**config.mk**
```make
export PLATFORM = sky130hd
export DESIGN_NAME = dl_rf_wb_arbiter
export DESIGN_NICKNAME = d
export VERILOG_FILES = /design/src/rtl/dl_rf_wb_arbiter.sv
export SDC_FILE = /design/constraint.sdc
export NUM_CORES = 1
export LEC_CHECK = 0
export CELL_PAD_IN_SITES_DETAIL_PLACEMENT = 0
export CELL_PAD_IN_SITES_GLOBAL_PLACEMENT = 2
export CORE_ASPECT_RATIO = 0.7
export CORE_MARGIN = 5
export CORE_UTILIZATION = 25
export CTS_BUF_LIST = sky130_fd_sc_hd__clkbuf_2 sky130_fd_sc_hd__clkbuf_4 sky130_fd_sc_hd__clkbuf_8
export CTS_CLUSTER_SIZE = 8
export DETAILED_ROUTE_END_ITERATION = 8
export GPL_TIMING_DRIVEN = 1
export PLACE_DENSITY = 0.94
export REMOVE_ABC_BUFFERS = 1
export SETUP_SLACK_MARGIN = 0.3
export SYNTH_ARGS = -nofsm -noshare
export SYNTH_HDL_FRONTEND = slang
export SYNTH_SLANG_ARGS = --single-unit
```
**constraint.sdc**
```tcl
create_clock -name clk -period 6.42 [get_ports clk]
set_input_delay 1.284 -clock clk [delete_from_list [all_inputs] [get_ports clk]]
set_output_delay 1.284 -clock clk [all_outputs]
set_load 0.02 [all_outputs]
```
**src/rtl/dl_rf_wb_arbiter.sv**
```systemverilog
// Write-back arbiter and pending-write scoreboard for the integer register
// file's single write port. Round-robin grant among NUM_REQ sources, one
// registered write per cycle, and a pending bitmap for RAW hazard checks.
module dl_rf_wb_arbiter #(
  parameter int NUM_REQ = 3,
  parameter int XLEN    = 32,
  parameter int NREGS   = 32,
  localparam int AW     = $clog2(NREGS)
) (
  input  logic                    clk,
  input  logic                    rst,
  input  logic [NUM_REQ-1:0]      req_val,
  output logic [NUM_REQ-1:0]      req_rdy,
  input  logic [NUM_REQ*AW-1:0]   req_waddr,
  input  logic [NUM_REQ*XLEN-1:0] req_wdata,
  input  logic                    iss_val,
  input  logic [AW-1:0]           iss_waddr,
  output logic                    rf_wval,
  output logic [NREGS-1:0]        rf_wen,
  output logic [AW-1:0]           rf_waddr,
  output logic [XLEN-1:0]         rf_wdata,
  output logic [NREGS-1:0]        pend
);

  localparam int PW = (NUM_REQ > 1) ? $clog2(NUM_REQ) : 1;
  // Requester count at pointer-sum width so the wrap compare stays same-width.
  localparam logic [PW:0] NR = (PW+1)'(NUM_REQ);

  logic [PW-1:0]    rr_ptr_q, rr_ptr_d;
  logic             grant_vld;
  logic [PW-1:0]    grant_idx;
  logic [PW:0]      scan_idx;
  logic [AW-1:0]    sel_waddr;
  logic [XLEN-1:0]  sel_wdata;

  logic             rf_wval_q, rf_wval_d;
  logic [NREGS-1:0] rf_wen_q, rf_wen_d;
  logic [AW-1:0]    rf_waddr_q;
  logic [XLEN-1:0]  rf_wdata_q;
  logic [NREGS-1:0] pend_q, pend_d;

  // Round-robin search from rr_ptr upward with wrap; first valid wins.
  always_comb begin
    grant_vld = 1'b0;
    grant_idx = '0;
    scan_idx  = '0;
    req_rdy   = '0;
    for (int off = 0; off < NUM_REQ; off++) begin
      scan_idx = {1'b0, rr_ptr_q} + (PW+1)'(off);
      if (scan_idx >= NR) scan_idx = scan_idx - NR;
      if (!grant_vld && req_val[scan_idx[PW-1:0]]) begin
        grant_vld = 1'b1;
        grant_idx = scan_idx[PW-1:0];
      end
    end
    // Reset masks every request so nothing is consumed while it is held.
    if (rst) grant_vld = 1'b0;
    if (grant_vld) req_rdy[grant_idx] = 1'b1;
  end

  assign sel_waddr = req_waddr[grant_idx*AW +: AW];
  assign sel_wdata = req_wdata[grant_idx*XLEN +: XLEN];

  // Pointer moves to one past the winner; holds when nobody transfers.
  always_comb begin
    rr_ptr_d = rr_ptr_q;
    if (grant_vld) begin
      rr_ptr_d = (grant_idx == PW'(NUM_REQ-1)) ? '0 : grant_idx + 1'b1;
    end
  end

  // x0 writes are consumed but never strobe the register file.
  assign rf_wval_d = grant_vld && (sel_waddr != '0);

  // Per-register write-enable decode and scoreboard update. A same-cycle
  // issue beats the clear because the new claim is younger than the write.
  for (genvar gi = 0; gi < NREGS; gi++) begin : g_reg
    if (gi == 0) begin : g_x0
      assign rf_wen_d[gi] = 1'b0;
      assign pend_d[gi]   = 1'b0;
    end else begin : g_xn
      logic hit_wb, hit_iss;
      assign hit_wb       = grant_vld && (sel_waddr == AW'(gi));
      assign hit_iss      = iss_val && (iss_waddr == AW'(gi));
      assign rf_wen_d[gi] = hit_wb;
      assign pend_d[gi]   = hit_iss | (pend_q[gi] & ~hit_wb);
    end
  end

  // State registers; address/data hold their last value between transfers.
  always_ff @(posedge clk) begin
    if (rst) begin
      rr_ptr_q   <= '0;
      rf_wval_q  <= 1'b0;
      rf_wen_q   <= '0;
      rf_waddr_q <= '0;
      rf_wdata_q <= '0;
      pend_q     <= '0;
    end else begin
      rr_ptr_q  <= rr_ptr_d;
      rf_wval_q <= rf_wval_d;
      rf_wen_q  <= rf_wen_d;
      pend_q    <= pend_d;
      if (grant_vld) begin
        rf_waddr_q <= sel_waddr;
        rf_wdata_q <= sel_wdata;
      end
    end
  end

  assign rf_wval  = rf_wval_q;
  assign rf_wen   = rf_wen_q;
  assign rf_waddr = rf_waddr_q;
  assign rf_wdata = rf_wdata_q;
  assign pend     = pend_q;

endmodule

```
Word-level counts from Yosys, hierarchy flattened --
Cells that the tools add are included.
Operators by class: add/sub/neg operators 6, multiply operators 1, $lt $le $gt $ge 8, eq/ne operators 63, shift-type cells 2, multiplexer cells 20, bitwise gates (word level) 93, reductions and logical operators 69
Operators by type and width (number):
- == test 5 bit (second input constant) | 32
- indexed part select 96 x 8 -> 32 bit | 1
- == test 5 x 4 -> 1 bit (second input constant) | 16
- logical AND 1 bit | 66
- == test 5 x 3 -> 1 bit (second input constant) | 8
- bitwise AND 1 bit | 31
- NOT 1 bit | 31
- bitwise OR 1 bit | 31
- == test 5 x 2 -> 1 bit (second input constant) | 4
- indexed part select 15 x 6 -> 5 bit | 1
- 2-to-1 mux 2 bit | 7
- less-than comparator 2 x 3 -> 1 bit (second input constant) | 4
- == test 5 x 1 -> 1 bit (second input constant) | 2
- 2-to-1 mux 1 bit | 8
- binary-select mux 1 bit (select 2 bit) | 3
- greater-or-equal comparator 3 x 2 -> 1 bit (second input constant) | 2
- subtractor 2 bit (second input constant) | 3
- multiplier 2 x 3 -> 5 bit (second input constant) | 1
- nonzero test 5 bit | 1
- adder 2 x 1 -> 3 bit (second input constant) | 1
- adder 2 x 2 -> 3 bit (second input constant) | 1
- 2-to-1 mux 3 bit | 1
- adder 2 x 1 -> 2 bit (second input constant) | 1
- demux 1 bit (select 2 bit) | 1
- other kinds (4) | 5
Storage, ports and cells: register bits after elaboration 104, input bits 122, output and inout bits 105, logic and storage cells 270

Longest topological paths before layout --
depth in word-level cells 18, gate-level depth with buffers 14, depth with buffers taken out 10

Least setup slack after synthesis --
No wires, ideal clock.
path kind input to output, from input req_val[1], to output req_rdy[2], arrival 2834 ps, required time 5136 ps, setup slack 2302 ps, stages 8, buffers on the path 3, cell sequence mux2i_2 > o21a_1 > o221ai_2 > and2_4 > buf_6 > buf_6 > buf_2 > nor3_1
Between the ends: longest elaborated chain between the ends 14, elaborated cells on any way between the ends 23, classes of those cells 2 x order compare; 16 x mux; 5 x reduce/logical
Ends and longest elaborated chain:
- start: declaration | RTL line 12 | input logic [NUM_REQ-1:0] req_val,
- binary-select mux 1 bit (select 2 bit) | RTL line 51 | if (!grant_vld && req_val[scan_idx[PW-1:0]]) begin
- 2-to-1 mux 1 bit (implied by the code) | RTL line 51
- 2-to-1 mux 1 bit | RTL line 51
- zero test 1 bit | RTL line 51
- logical AND 1 bit | RTL line 51
- 2-to-1 mux 1 bit | RTL line 51
- zero test 1 bit | RTL line 51
- logical AND 1 bit | RTL line 51
- 2-to-1 mux 2 bit | RTL line 51
- less-than comparator 2 x 3 -> 1 bit (implied by the code) or greater-or-equal comparator 2 x 1 -> 1 bit (tied branches) | RTL line 58 | if (grant_vld) req_rdy[grant_idx] = 1'b1;
- logical AND 1 bit (implied by the code) | RTL line 58
- 2-to-1 mux 1 bit (implied by the code) | RTL line 58
- demux 1 bit (select 2 bit) | RTL line 58
- 2-to-1 mux 3 bit * | RTL line 58
- end: declaration | RTL line 13 | output logic [NUM_REQ-1:0] req_rdy,
Every way passes the cells marked *; elsewhere a longest branch is shown, timed or not. The select of a mux whose other input is x is not followed.

Final worst setup path --
from input req_val[0], to output req_rdy[1]
The elaborated chain is that of the path after synthesis.

==> flow_metrics.env <==
export IMPL_skew_ns=0.01413
export IMPL_avgSynthCellArea_um2=8.273
export IMPL_p_leak_uw=0.002590
export IMPL_dr_total_vias=5040
export IMPL_synth_edf_count=0
export IMPL_r2r_slack_ns=2.42
export IMPL_hpwlAfterDp_um=13690
export IMPL_num_rows=42
export IMPL_htreeDepth=3
export IMPL_final_setup_tns_ns=0
export IMPL_worstPathArrival_ns=3.88
export IMPL_drt_iter0_drc=431
export IMPL_synth_async_sr_flop_share_pct=0
export IMPL_core_um2=19020
export IMPL_critPathKind="in2out"
export IMPL_ctsHoldBuffers=0
export IMPL_grt_use_total_pct=15.96
export IMPL_p_per_area_nw_per_um2=448.5
export IMPL_via_per_inst=4.768
export IMPL_start_util_pct=25.57
export IMPL_wl_per_cell_um=17.39
export IMPL_cts_clk_slew_worst_paths_ns=0.10
export IMPL_num_fill_cells=1956
export IMPL_first_global_vias=4882
export IMPL_hold_viol_final=0
export IMPL_vdd_drop_max_uv=177.9
export IMPL_drv_cap=0
export IMPL_setup_viol=0
export IMPL_end_kind="primary output"
export IMPL_start_kind="primary input"
export IMPL_drc_errors=0
export IMPL_grt_start_max_net_pins=67
export IMPL_worst_pin_slew_ns=0.9211
export IMPL_nets=913
export IMPL_path_cells="clkdlybuf4s50_1 -> mux2i_1 -> o21ai_2 -> o221ai_2 -> nand2_2 -> nor4_1 -> clkdlybuf4s50_1"
export IMPL_cts_sinks=102
export IMPL_die_h_um=126.7
export IMPL_drive_gt1_share_pct=7.323
export IMPL_io_pins=227
export IMPL_place_congestion=0.8331
export IMPL_crit_path_frequent_cell="clkdlybuf4s50_1"
export IMPL_crit_family="buffers and inverters"
export IMPL_grt_pass1_wl_um=28230
export IMPL_ys_warn_count=0
export IMPL_place_port_buffers=224
export IMPL_cts_buffers=9
export IMPL_cts_tree="done"
export IMPL_yosysSeqAreaShare_pct=41.98
export IMPL_drt_pre_antenna_iters=4
export IMPL_cts_resized=0
export IMPL_crit_path_top_delay_cell="clkdlybuf4s50_1"
export IMPL_hold_slack_ns=0.4814
export IMPL_cts_root_buf="clkbuf_8"
export IMPL_min_path_type="reg2reg"
export IMPL_relSlewSlack_pct=38.37
export IMPL_crit_path_max_fanout=10
export IMPL_required_ns=5.14
export IMPL_min_period_over_period_pct=80.43
export IMPL_ant_nets=0
export IMPL_clk_latency_ns=0.39
export IMPL_synth_distinct_cells=67
export IMPL_die_area_um2=22390
export IMPL_fin_util_pct=39.29
export IMPL_slowest_delay_ns=0.70
export IMPL_synth_cells=588
export IMPL_gr_total_overflow=0
export IMPL_ys_flop_type="dfxtp_1"
export IMPL_post_cts_buffers=0
export IMPL_clk_path_buf_depth=2
export IMPL_die_width_um=176.7
export IMPL_max_freq_mhz=193.7
export IMPL_routed_wirelength_um=18380
export IMPL_drv_slew=0
export IMPL_finalCriticalPeriod_ns=5.164
export IMPL_synthesis_area_um2=4865
export IMPL_ys_ff_latch=102
export IMPL_syn_to_final_growth_pct=53.65
export IMPL_status="completed"
export IMPL_critPathBufInv=2
export IMPL_antenna_found_initial=1
export IMPL_rsz0062_at_grt="no"
[sequential cells by signal, indices dropped and copies added, names as in the netlist]
name and count:
rf_waddr 5, rf_wen 31, rf_wdata 32, rr_ptr_q 2, pend 31, rf_wval 1
[worst paths after layout]
check | start | endpoint | depth (start not counted)
worst min register to register | pend[28] | pend[28] | 2
worst min-delay path | pend[28] | pend[28] | 2
worst max-delay path | req_val[0] | req_rdy[1] | 7
worst max register to register | rr_ptr_q[1] | pend[2] | 11
[cell type report]
type	count	area [µm²]	area share, %
clock inverters	7	88.84	1.188
well taps	264	330.3	4.419
flip-flops and latches	102	2042	27.32
inverters	39	146.4	1.958
repair buffers	229	2275	30.43
multi-input cells	406	2466	32.99
diodes	1	2.502	0.03348
clock buffers	9	123.9	1.657
[synthesized netlist by cell type, drive strengths merged, types with 4 or more instances]
cell type,number,area [µm²]
ha,4,50.05
o211ai,4,35.03
buf,24,158.9
clkbuf,18,67.56
o21ai,12,71.32
nor4b,4,62.56
inv,39,146.4
mux2i,8,83.83
nor3,12,96.35
o32ai,31,271.5
nand3,10,50.05
nor2,106,400.4
a311oi,34,297.8
a21oi,44,239.0
nand2b,4,25.02
dfxtp,102,2042
nand2,81,311.5
nand3b,5,41.29
[metal layers]
metal	part of all wire [%]	global-route usage [%]	vias up
met2	42	23.54	186
li1	-	-	2474
met4	1.3	4.138	0
met1	48	22.67	2365
met3	8.2	4.878	15
met5	0	0	-
[report_power, final]
part	internal, µW	switching, µW	total [µW]	leakage [µW]
combinational	792	1310	2100	0.00165
sequential	758	57.4	816	0.000832
clock	189	251	440	0.000104
[layout by cell type, fill, tap and decap left out, types with 5 or more instances in the layout]
cell type,instances
a21oi_1,41
a311oi_1,34
buf_4,5
clkbuf_8,9
clkdlybuf4s50_1,223
dfxtp_1,102
inv_1,39
mux2i_1,7
nand2_1,78
nand3_1,10
nor2_1,105
nor3_1,5
nor3_2,6
o21ai_0,6
o32ai_1,31
[metrics by stage]
step                instances  setup WS (ns)  total power [µW]  cell area [µm²]
floorplan                 547         -1.414              2206             4642
detailed placement       1040          1.246              2949             7259
finish                   1057          1.256              3352             7475
CTS                      1056          1.242              3401             7472
global route             1057          1.007              3643             7475
global placement         1040          1.218              2948             7259
[worst min-delay path, cell delays in order, from the launching register on]
cell     delay, ns
dfxtp_1       0.32
inv_1         0.05
o32ai_1       0.07
[kinds of logic (layout without fill, tap and decap cells)]
logic type / after synthesis / in the layout / synth area share [%]
buffers and inverters: 81 / 284 / 7.664
adder cells (fa/ha/maj): 4 / 4 / 1.029
multiplexers: 9 / 9 / 2.032
other: 1 / 3 / 0.07709
flip-flops: 102 / 102 / 41.98
AND/OR/NAND/NOR: 245 / 245 / 23.92
AO/OA/AOI/OAI: 146 / 146 / 23.30
Note: power is estimated with default switching activity, not from simulation.
